--- config.mk ---
export PLATFORM = sky130hd
export DESIGN_NAME = regfile_wr_arbiter
export DESIGN_NICKNAME = d
export VERILOG_FILES = /design/src/rtl/regfile_pkg.sv /design/src/rtl/regfile_wr_arbiter_rr_arb2.sv /design/src/rtl/regfile_wr_arbiter.sv
export SDC_FILE = /design/constraint.sdc
export NUM_CORES = 1
export LEC_CHECK = 0
export CAP_MARGIN = 20
export CELL_PAD_IN_SITES_DETAIL_PLACEMENT = 0
export CELL_PAD_IN_SITES_GLOBAL_PLACEMENT = 1
export CORE_MARGIN = 2
export CORE_UTILIZATION = 26
export DETAILED_ROUTE_END_ITERATION = 10
export PLACE_DENSITY_LB_ADDON = 0.1
export SETUP_SLACK_MARGIN = 0.3
export SLEW_MARGIN = 20
export SYNTH_ARGS = -nofsm -noshare
export SYNTH_HDL_FRONTEND = slang
export SYNTH_SLANG_ARGS = --single-unit
--- constraint.sdc ---
create_clock -name clk -period 1.88 [get_ports clk]
set_clock_uncertainty 0.2 [all_clocks]
set_input_delay 0.47 -clock clk [delete_from_list [all_inputs] [get_ports clk]]
set_output_delay 0.47 -clock clk [all_outputs]
set_load 0.005 [all_outputs]
--- src/rtl/regfile_pkg.sv ---
// -----------------------------------------------------------------------------
// regfile_pkg
// Shared constants for the register-file write arbiter slice.
//   DW        : default write-data width
//   AW        : default register address width
//   ZERO_REG  : architectural zero register (writes to it are dropped)
//   REQ_ALU   : requester id of the ALU writeback port (requester 0)
//   REQ_LD    : requester id of the load-unit port (requester 1)
// -----------------------------------------------------------------------------
package regfile_pkg;

    localparam int DW = 32;
    localparam int AW = 5;

    localparam logic [AW-1:0] ZERO_REG = {AW{1'b0}};

    localparam logic REQ_ALU = 1'b0;
    localparam logic REQ_LD  = 1'b1;

endpackage : regfile_pkg

--- src/rtl/regfile_wr_arbiter_rr_arb2.sv ---
// -----------------------------------------------------------------------------
// rr_arb2
// Two-way grant logic for the register-file write port.
// A lone valid requester always wins. When both are valid the winner is the
// requester named by the round-robin pointer (REGFILE_WR_ARB_RR_EN defined) or
// requester 1 (macro undefined, no pointer flop is built).
// rf busy blocks every ready. Readies are purely combinational.
//
// Optional feature macro: REGFILE_WR_ARB_RR_EN
//
// Ports:
//   clk, rst  : clock / async active-low reset (only with REGFILE_WR_ARB_RR_EN)
//   valid0/1  : requester valids
//   busy      : register file cannot accept a write
//   ready0/1  : one-hot (or zero) accept strobes
//   grant     : id of the requester the grant logic is selecting
// -----------------------------------------------------------------------------
module rr_arb2 (
`ifdef REGFILE_WR_ARB_RR_EN
    input  logic clk,
    input  logic rst,
`endif
    input  logic valid0,
    input  logic valid1,
    input  logic busy,
    output logic ready0,
    output logic ready1,
    output logic grant
);
    import regfile_pkg::*;

    logic both_pick_s;
    logic grant_s;
    logic xfer_s;

`ifdef REGFILE_WR_ARB_RR_EN
    logic ptr_r;

    // Pointer moves to the loser of each transfer, so the other side wins next tie.
    always_ff @(posedge clk or negedge rst) begin
        if (!rst) begin
            ptr_r <= REQ_ALU;
        end else if (xfer_s) begin
            ptr_r <= ~grant_s;
        end else begin
            ptr_r <= ptr_r;
        end
    end

    assign both_pick_s = ptr_r;
`else
    assign both_pick_s = REQ_LD;
`endif

    // Select the winner and gate the readies with rf busy.
    always_comb begin
        grant_s = REQ_ALU;
        xfer_s  = 1'b0;
        ready0  = 1'b0;
        ready1  = 1'b0;
        if (valid0 && valid1) begin
            grant_s = both_pick_s;
        end else if (valid1) begin
            grant_s = REQ_LD;
        end else begin
            grant_s = REQ_ALU;
        end
        xfer_s = !busy && (valid0 || valid1);
        // With xfer_s high, a grant to a side implies that side is valid.
        ready0 = xfer_s && (grant_s == REQ_ALU);
        ready1 = xfer_s && (grant_s == REQ_LD);
    end

    assign grant = grant_s;

endmodule : rr_arb2

--- src/rtl/regfile_wr_arbiter.sv ---
// -----------------------------------------------------------------------------
// regfile_wr_arbiter
// Arbitrates two writeback sources (ALU, load unit) onto a single register
// file write port. An accepted write appears on rf_* one cycle after the
// accepting edge; writes to the zero register are accepted but not strobed.
//
// Optional feature macro: REGFILE_WR_ARB_RR_EN (round-robin on ties;
// otherwise requester 1 always wins a tie).
//
// Ports:
//   clk                      : clock, rising edge
//   rst                      : asynchronous reset, active low
//   req0_valid/rd/data/ready : ALU writeback handshake
//   req1_valid/rd/data/ready : load-unit writeback handshake
//   rf_busy                  : register file cannot accept a write
//   rf_we / rf_wa / rf_wd    : registered register-file write strobe/addr/data
//   grant_id                 : requester that owns the current rf_* contents
// -----------------------------------------------------------------------------
module regfile_wr_arbiter #(
    parameter int DW = regfile_pkg::DW,
    parameter int AW = regfile_pkg::AW
) (
    input  logic          clk,
    input  logic          rst,
    input  logic          req0_valid,
    input  logic [AW-1:0] req0_rd,
    input  logic [DW-1:0] req0_data,
    output logic          req0_ready,
    input  logic          req1_valid,
    input  logic [AW-1:0] req1_rd,
    input  logic [DW-1:0] req1_data,
    output logic          req1_ready,
    input  logic          rf_busy,
    output logic          rf_we,
    output logic [AW-1:0] rf_wa,
    output logic [DW-1:0] rf_wd,
    output logic          grant_id
);
    import regfile_pkg::*;

    logic          grant_s;
    logic          ready0_s;
    logic          ready1_s;
    logic          xfer_s;
    logic [AW-1:0] sel_rd_s;
    logic [DW-1:0] sel_data_s;

    logic          rf_we_r;
    logic [AW-1:0] rf_wa_r;
    logic [DW-1:0] rf_wd_r;
    logic          grant_id_r;

    rr_arb2 u_arb (
`ifdef REGFILE_WR_ARB_RR_EN
        .clk    (clk),
        .rst    (rst),
`endif
        .valid0 (req0_valid),
        .valid1 (req1_valid),
        .busy   (rf_busy),
        .ready0 (ready0_s),
        .ready1 (ready1_s),
        .grant  (grant_s)
    );

    assign xfer_s = ready0_s || ready1_s;

    // Steer the winning requester's address and data toward the output register.
    always_comb begin
        sel_rd_s   = req0_rd;
        sel_data_s = req0_data;
        if (grant_s == REQ_LD) begin
            sel_rd_s   = req1_rd;
            sel_data_s = req1_data;
        end else begin
            sel_rd_s   = req0_rd;
            sel_data_s = req0_data;
        end
    end

    // Output register: capture an accepted write, otherwise drop the strobe and hold.
    always_ff @(posedge clk or negedge rst) begin
        if (!rst) begin
            rf_we_r    <= 1'b0;
            rf_wa_r    <= {AW{1'b0}};
            rf_wd_r    <= {DW{1'b0}};
            grant_id_r <= REQ_ALU;
        end else if (xfer_s) begin
            rf_we_r    <= (sel_rd_s != AW'(ZERO_REG));
            rf_wa_r    <= sel_rd_s;
            rf_wd_r    <= sel_data_s;
            grant_id_r <= grant_s;
        end else begin
            rf_we_r    <= 1'b0;
            rf_wa_r    <= rf_wa_r;
            rf_wd_r    <= rf_wd_r;
            grant_id_r <= grant_id_r;
        end
    end

    assign req0_ready = ready0_s;
    assign req1_ready = ready1_s;
    assign rf_we      = rf_we_r;
    assign rf_wa      = rf_wa_r;
    assign rf_wd      = rf_wd_r;
    assign grant_id   = grant_id_r;

endmodule : regfile_wr_arbiter

==> results of run 1 <==
## worst max-delay path, delay by kind of cell
family	cells	cell delay (ps)
buffers and inverters	2	230
AOI/OAI and AO/OA	1	170
and+or+nand+nor	1	90
## layout make-up
class | instances | area [µm²]
clock inverter | 2 | 35.03
tap | 96 | 120.1
sequential | 39 | 975.9
fill | 706 | 3681
multi-input combinational | 120 | 803.3
timing repair buffer | 134 | 1134
clock buffer | 6 | 82.58
## cell usage in the layout (no fill, tap or decap), types with 6 or more instances in the layout
master           instances
buf_4                   12
clkbuf_2                33
clkbuf_8                 6
clkdlybuf4s50_1         67
dfrtp_1                 39
dlygate4sd2_1            6
mux2i_1                 37
nand2_1                 37
o21ai_0                 26
o21ai_1                 11
## report_power, final
part	total (mW)	internal (mW)	switching, mW	leakage (nW)
clock network	0.718	0.430	0.289	0.0612
registers	0.999	0.947	0.0518	0.478
logic	0.558	0.336	0.223	0.969
## worst max-delay path by stage
stage / cells after the start / startpoint / slack, ps / end
2_1_floorplan: 5 / req1_valid / 190 / req0_ready
3_3_place_gp: 4 / rf_busy / -530 / req0_ready
3_5_place_dp: 4 / rf_busy / -520 / req0_ready
4_1_cts: 4 / req0_valid / 150 / req0_ready
5_1_grt: 4 / rf_busy / 220 / req0_ready
6_report: 4 / rf_busy / 250 / req0_ready
## through the flow
step	worst slack, ps	instances
5_1_grt	219.0	397
6_report	251.1	397
3_3_place_gp	-532.1	380
4_1_cts	149.2	395
3_5_place_dp	-520.8	380
2_1_floorplan	185.1	172
## kinds of logic (layout without fill, tap and decap cells)
| family | after synthesis | in the layout | share of synthesized area, % |
|---|---|---|---|
| compound gates | 40 | 40 | 12.08 |
| buf+inv | 13 | 142 | 5.735 |
| flops | 39 | 39 | 52.63 |
| mux | 37 | 37 | 19.97 |
| simple gates | 43 | 43 | 9.582 |
## layer usage
| layer | track usage, % | wire, µm | up-vias |
|---|---|---|---|
| met5 | 0 | 0 | - |
| met3 | 5.317 | 506 | 9 |
| met2 | 21.12 | 2314 | 72 |
| met1 | 16.84 | 2117 | 740 |
| met4 | 3.444 | 70 | 0 |
| li1 | - | - | 850 |
## repair_timing
| item | CTS | global route |
|---|---|---|
| endpoints found under the hold margin | 16 | 0 |
| buffers inserted | 6 | 2 |
| hold buffers | 1 | 0 |
| pin swaps | 4 | 4 |
| cloned | 0 | 0 |
| setup endpoints to repair | 80 | 71 |
| gates resized for setup | 105 | 43 |
## state kept, by name, indices dropped and copies added (netlist names)
signal    flops
rf_we         1
rf_wa         5
rf_wd        32
grant_id      1
==> flow_metrics.env, run 1 <==
export IMPL_rrSetupSlack_ps=790
export IMPL_hp_start="rf_busy"
export IMPL_synth_distinct_cells=17
export IMPL_insertedDiodeCount=0
export IMPL_synth_top_area_share_pct=52.63
export IMPL_leakage_nw=1.509
export IMPL_cts_tree="built"
export IMPL_r2r_end="rf_wd[15]$_DFFE_PN0P_"
export IMPL_vdd_drop_max_uv=244.8
export IMPL_clock_sinks=39
export IMPL_drc=0
export IMPL_critPathRequiredTime_ps=1210
export IMPL_drt_wl_total_um=5009
export IMPL_slowest_delay_ps=170
export IMPL_cts_buffers=5
export IMPL_gp_congestion=0.6500
export IMPL_yosys_top_cells_area="dfrtp_1 (53%), mux2i_1 (20%), nand2_1 (7.5%)"
export IMPL_synth_edf_count=0
export IMPL_setup_tns_ps=0
export IMPL_end_kind="output port"
export IMPL_fmax_mhz=613.9
export IMPL_antenna_left=0
export IMPL_yosysMostFrequentCell="dfrtp_1"
export IMPL_avgSynthCellArea_um2=10.78
export IMPL_grt_pass1_wl_um=7928
export IMPL_ys_top_cells_by_count="dfrtp_1 (39), mux2i_1 (37), nand2_1 (37)"
export IMPL_hold_ws_ps=269.7
export IMPL_first_pass_iters=3
export IMPL_crit_chain="buf_8 > o21bai_4 > nor2_2 > buf_2"
export IMPL_syn_inst=172
export IMPL_rsz0062_at_grt="yes"
export IMPL_tightest_slew_ps=475.5
export IMPL_grt_max_degree=77
export IMPL_antenna_found_initial=0
export IMPL_drtIter0Drc=57
export IMPL_min_path_type="in2reg"
export IMPL_synth_fp_nets=251
export IMPL_synthArstFlopShare_pct=100.0
export IMPL_hold_depth=3
export IMPL_r2r_start="rf_wd[15]$_DFFE_PN0P_"
export IMPL_reg2reg_depth=4
export IMPL_path_clk_slew_ps=70
export IMPL_first_global_vias=1631
export IMPL_postLayoutCellArea_mm2=0.003151
export IMPL_slowest_stage="o21bai_4"
export IMPL_grt_overflow_total=0
export IMPL_area_growth_pct=69.91
export IMPL_ys_flop_type="dfrtp_1"
export IMPL_critPathMaxFanout=2
export IMPL_rows=30
export IMPL_layout_drive_gt1_share_pct=23.26
export IMPL_min_period_over_period_pct=86.64
export IMPL_total_power_mw=2.275
export IMPL_hold_violations=0
export IMPL_clock_latency_ps=280
export IMPL_crit_arrival_ps=960
export IMPL_clockBufferDepth=2
export IMPL_htree_levels=2
export IMPL_io_buffer_count=119
export IMPL_vias_per_cell=4.209
export IMPL_core_area_mm2=0.006832
export IMPL_synth_seq_cells=39
export IMPL_hpwl_um=3871
export IMPL_power_density_mw_per_mm2=722.2
export IMPL_nets=379
export IMPL_cts_root_buf="clkbuf_8"
export IMPL_holdPathEnd="grant_id$_DFFE_PN0P_"
export IMPL_placed_area_mm2=0.003112
export IMPL_fin_crit_ps=1629
export IMPL_start_kind="input port"
export IMPL_status="finished clean"
export IMPL_die_h_um=88.45
export IMPL_pin_count=120
export IMPL_track_usage_pct=13.25
export IMPL_die_w_um=88.45
export IMPL_yosysSeqAreaShare_pct=52.63
export IMPL_synth_largest_area_cell="dfrtp_1"
export IMPL_drv_slew=0
export IMPL_start_util_pct=27.14
export IMPL_num_vias=1671
export IMPL_slew_headroom_pct=68.30
export IMPL_wire_per_inst_um=12.62
export IMPL_synth_cell_area_mm2=0.001854
export IMPL_drv_cap=0
export IMPL_path_class="in2out"
export IMPL_dieArea_mm2=0.007823
export IMPL_setup_violations=0
export IMPL_finalCoreUtilization_pct=46.12
export IMPL_yosys_warnings=0
Power figures use the tool's default switching activity.
==> run 2: changes to the inputs <==
CORE_MARGIN = 1.5   (was 2)
CORE_UTILIZATION = 23   (was 26)
clock period = 1.34 ns   (was 1.88 ns; I/O delays follow)
==> flow_metrics.env, run 2 (synthesis results as in run 1) <==
export IMPL_end_kind="output port"
export IMPL_p_int_mw=2.441
export IMPL_cp_top_family="flip-flops"
export IMPL_leakage_nw=1.866
export IMPL_crit_chain="buf_2"
export IMPL_vdd_drop_max_uv=322.8
export IMPL_largest_reg_flops=32
export IMPL_drtIter0Drc=48
export IMPL_status="finished, violations left"
export IMPL_postLayoutCellArea_mm2=0.003968
export IMPL_grt_pass1_wl_um=9818
export IMPL_drt_wl_total_um=7449
export IMPL_critPathRequiredTime_ps=810
export IMPL_hold_violations=0
export IMPL_clock_sinks=39
export IMPL_die_w_um=92.79
export IMPL_wire_per_inst_um=16.89
export IMPL_crit_arrival_ps=820
export IMPL_start_kind="flip-flop"
export IMPL_fmax_mhz=736.1
export IMPL_critPathBufInv=1
export IMPL_clockBufferDepth=2
export IMPL_power_density_mw_per_mm2=857.6
export IMPL_slew_headroom_pct=85.00
export IMPL_cts_root_buf="clkbuf_8"
export IMPL_pin_count=120
export IMPL_insertedDiodeCount=0
export IMPL_fillerInstances=747
export IMPL_power_frac_seq_pct=41.4
export IMPL_start_util_pct=23.87
export IMPL_first_global_vias=1824
export IMPL_first_pass_iters=4
export IMPL_finalWorstSetupSlack_ps=-18.49
export IMPL_htree_levels=2
export IMPL_clkPwrFrac_pct=21.8
export IMPL_layout_common_cells="clkdlybuf4s50_1 (67), buf_2 (48), dfrtp_1 (39), mux2i_1 (27), buf_4 (22)"
export IMPL_p_switching_uw=961.6
export IMPL_drc=0
export IMPL_min_period_over_period_pct=101.4
export IMPL_dieArea_mm2=0.008610
export IMPL_num_vias=1956
export IMPL_slowest_delay_ps=400
export IMPL_die_h_um=92.79
export IMPL_io_buffer_count=119
export IMPL_cp_depth=1
export IMPL_comb_power_share_pct=36.8
export IMPL_rows=32
export IMPL_slowest_stage="dfrtp_1"
export IMPL_core_area_mm2=0.007767
export IMPL_antenna_left=0
export IMPL_antenna_found_initial=0
export IMPL_final_common_cell="clkdlybuf4s50_1"
export IMPL_path_clk_slew_ps=70
export IMPL_switching_share_pct=28.26
export IMPL_cts_buffers=5
export IMPL_reg2reg_depth=4
export IMPL_nets=419
export IMPL_vias_per_cell=4.435
export IMPL_area_growth_pct=114.0
export IMPL_grt_max_degree=40
export IMPL_drv_cap=0
export IMPL_tightest_slew_ps=218.8
export IMPL_fin_crit_ps=1358
export IMPL_path_class="reg2out"
export IMPL_placed_area_mm2=0.003184
export IMPL_clock_latency_ps=290
export IMPL_gp_congestion=0.6859
export IMPL_setup_violations=12
export IMPL_setup_tns_ps=-97.67
export IMPL_cts_tree="built"
export IMPL_min_path_type="in2reg"
export IMPL_hpwl_um=4002
export IMPL_drv_slew=0
export IMPL_track_usage_pct=14.97
export IMPL_critPathMaxFanout=2
export IMPL_grt_overflow_total=0
export IMPL_hold_depth=3
export IMPL_violations="setup timing"
export IMPL_rsz0062_at_grt="yes"
export IMPL_layout_drive_gt1_share_pct=50.15
[run 2: changes by cell type in the layout (fill, tap and decap cells not counted), sizes merged]
| cell | delta |
|---|---|
| bufinv | -1 |
| dlymetal6s2s | -1 |
| clkinv | -1 |
| clkdlybuf4s15 | -4 |
| buf | +75 |
| dlygate4sd2 | -6 |
| clkbuf | -24 |
[run 2: final cells by class]
class | instances | area, µm² | area share [%]
sequential | 39 | 975.9 | 24.60
multi-input combinational | 120 | 1031 | 25.99
clock buffer | 6 | 72.57 | 1.829
timing repair buffer | 174 | 1760 | 44.37
tap | 102 | 127.6 | 3.217
[run 2: tightest hold or removal path: stages]
cell and delay, ps:
buf_2 80, mux2i_1 80, o21ai_2 130
[run 2: path summary, 6_finish.rpt]
kind / from / end / slack [ps]
max: rf_wd[26]$_DFFE_PN0P_ / rf_wd[26] / -20
min: req1_rd[1] / rf_wa[1]$_DFFE_PN0P_ / 170
max reg2reg: rf_wd[1]$_DFFE_PN0P_ / rf_wd[1]$_DFFE_PN0P_ / 300
min reg2reg: rf_wd[28]$_DFFE_PN0P_ / rf_wd[28]$_DFFE_PN0P_ / 280
max in group asynchronous: rst / rf_wd[6]$_DFFE_PN0P_ / 370
min in group asynchronous: rst / rf_wd[30]$_DFFE_PN0P_ / 340
[run 2: what timing repair did]
item,4_1_cts,5_1_grt
hold endpoints to repair,39,0
buffers inserted,8,17
cloned,4,12
endpoints found under the setup margin,80,79
gates resized for setup,214,90
pin swaps,9,26
hold buffers,1,0
[run 2: per-layer routing]
layer	share of wire [%]	track usage (%)	routed length, µm	up-vias
met5	0	0	0	-
met4	1.4	3.030	107	0
met3	6.4	4.187	476	9
met2	48	24.64	3550	73
met1	44	19.55	3314	942
li1	-	-	-	932
[run 2: through the flow]
stage                     hold WS (ps)  util (%)  std cells  total power [mW]  setup slack [ps]
final                            167.9     51.08        441             3.403            -18.49
after global routing             184.2     51.08        441             3.603            -57.19
after CTS                        147.9     42.43        412             3.089            -25.97
after floorplan                 -160.6         -        172             1.716            -82.00
after global placement           128.1     41.00        393             2.364            -756.0
after detailed placement         131.4     41.00        393             2.370            -761.0
[run 2: power groups by stage]
stage	Clock (mW)	Sequential, mW	Combinational (mW)
after floorplan	0	1.44	0.273
after global placement	0	1.42	0.940
after detailed placement	0	1.43	0.942
after CTS	0.778	1.40	0.910
after global routing	0.827	1.43	1.35
final	0.740	1.41	1.25
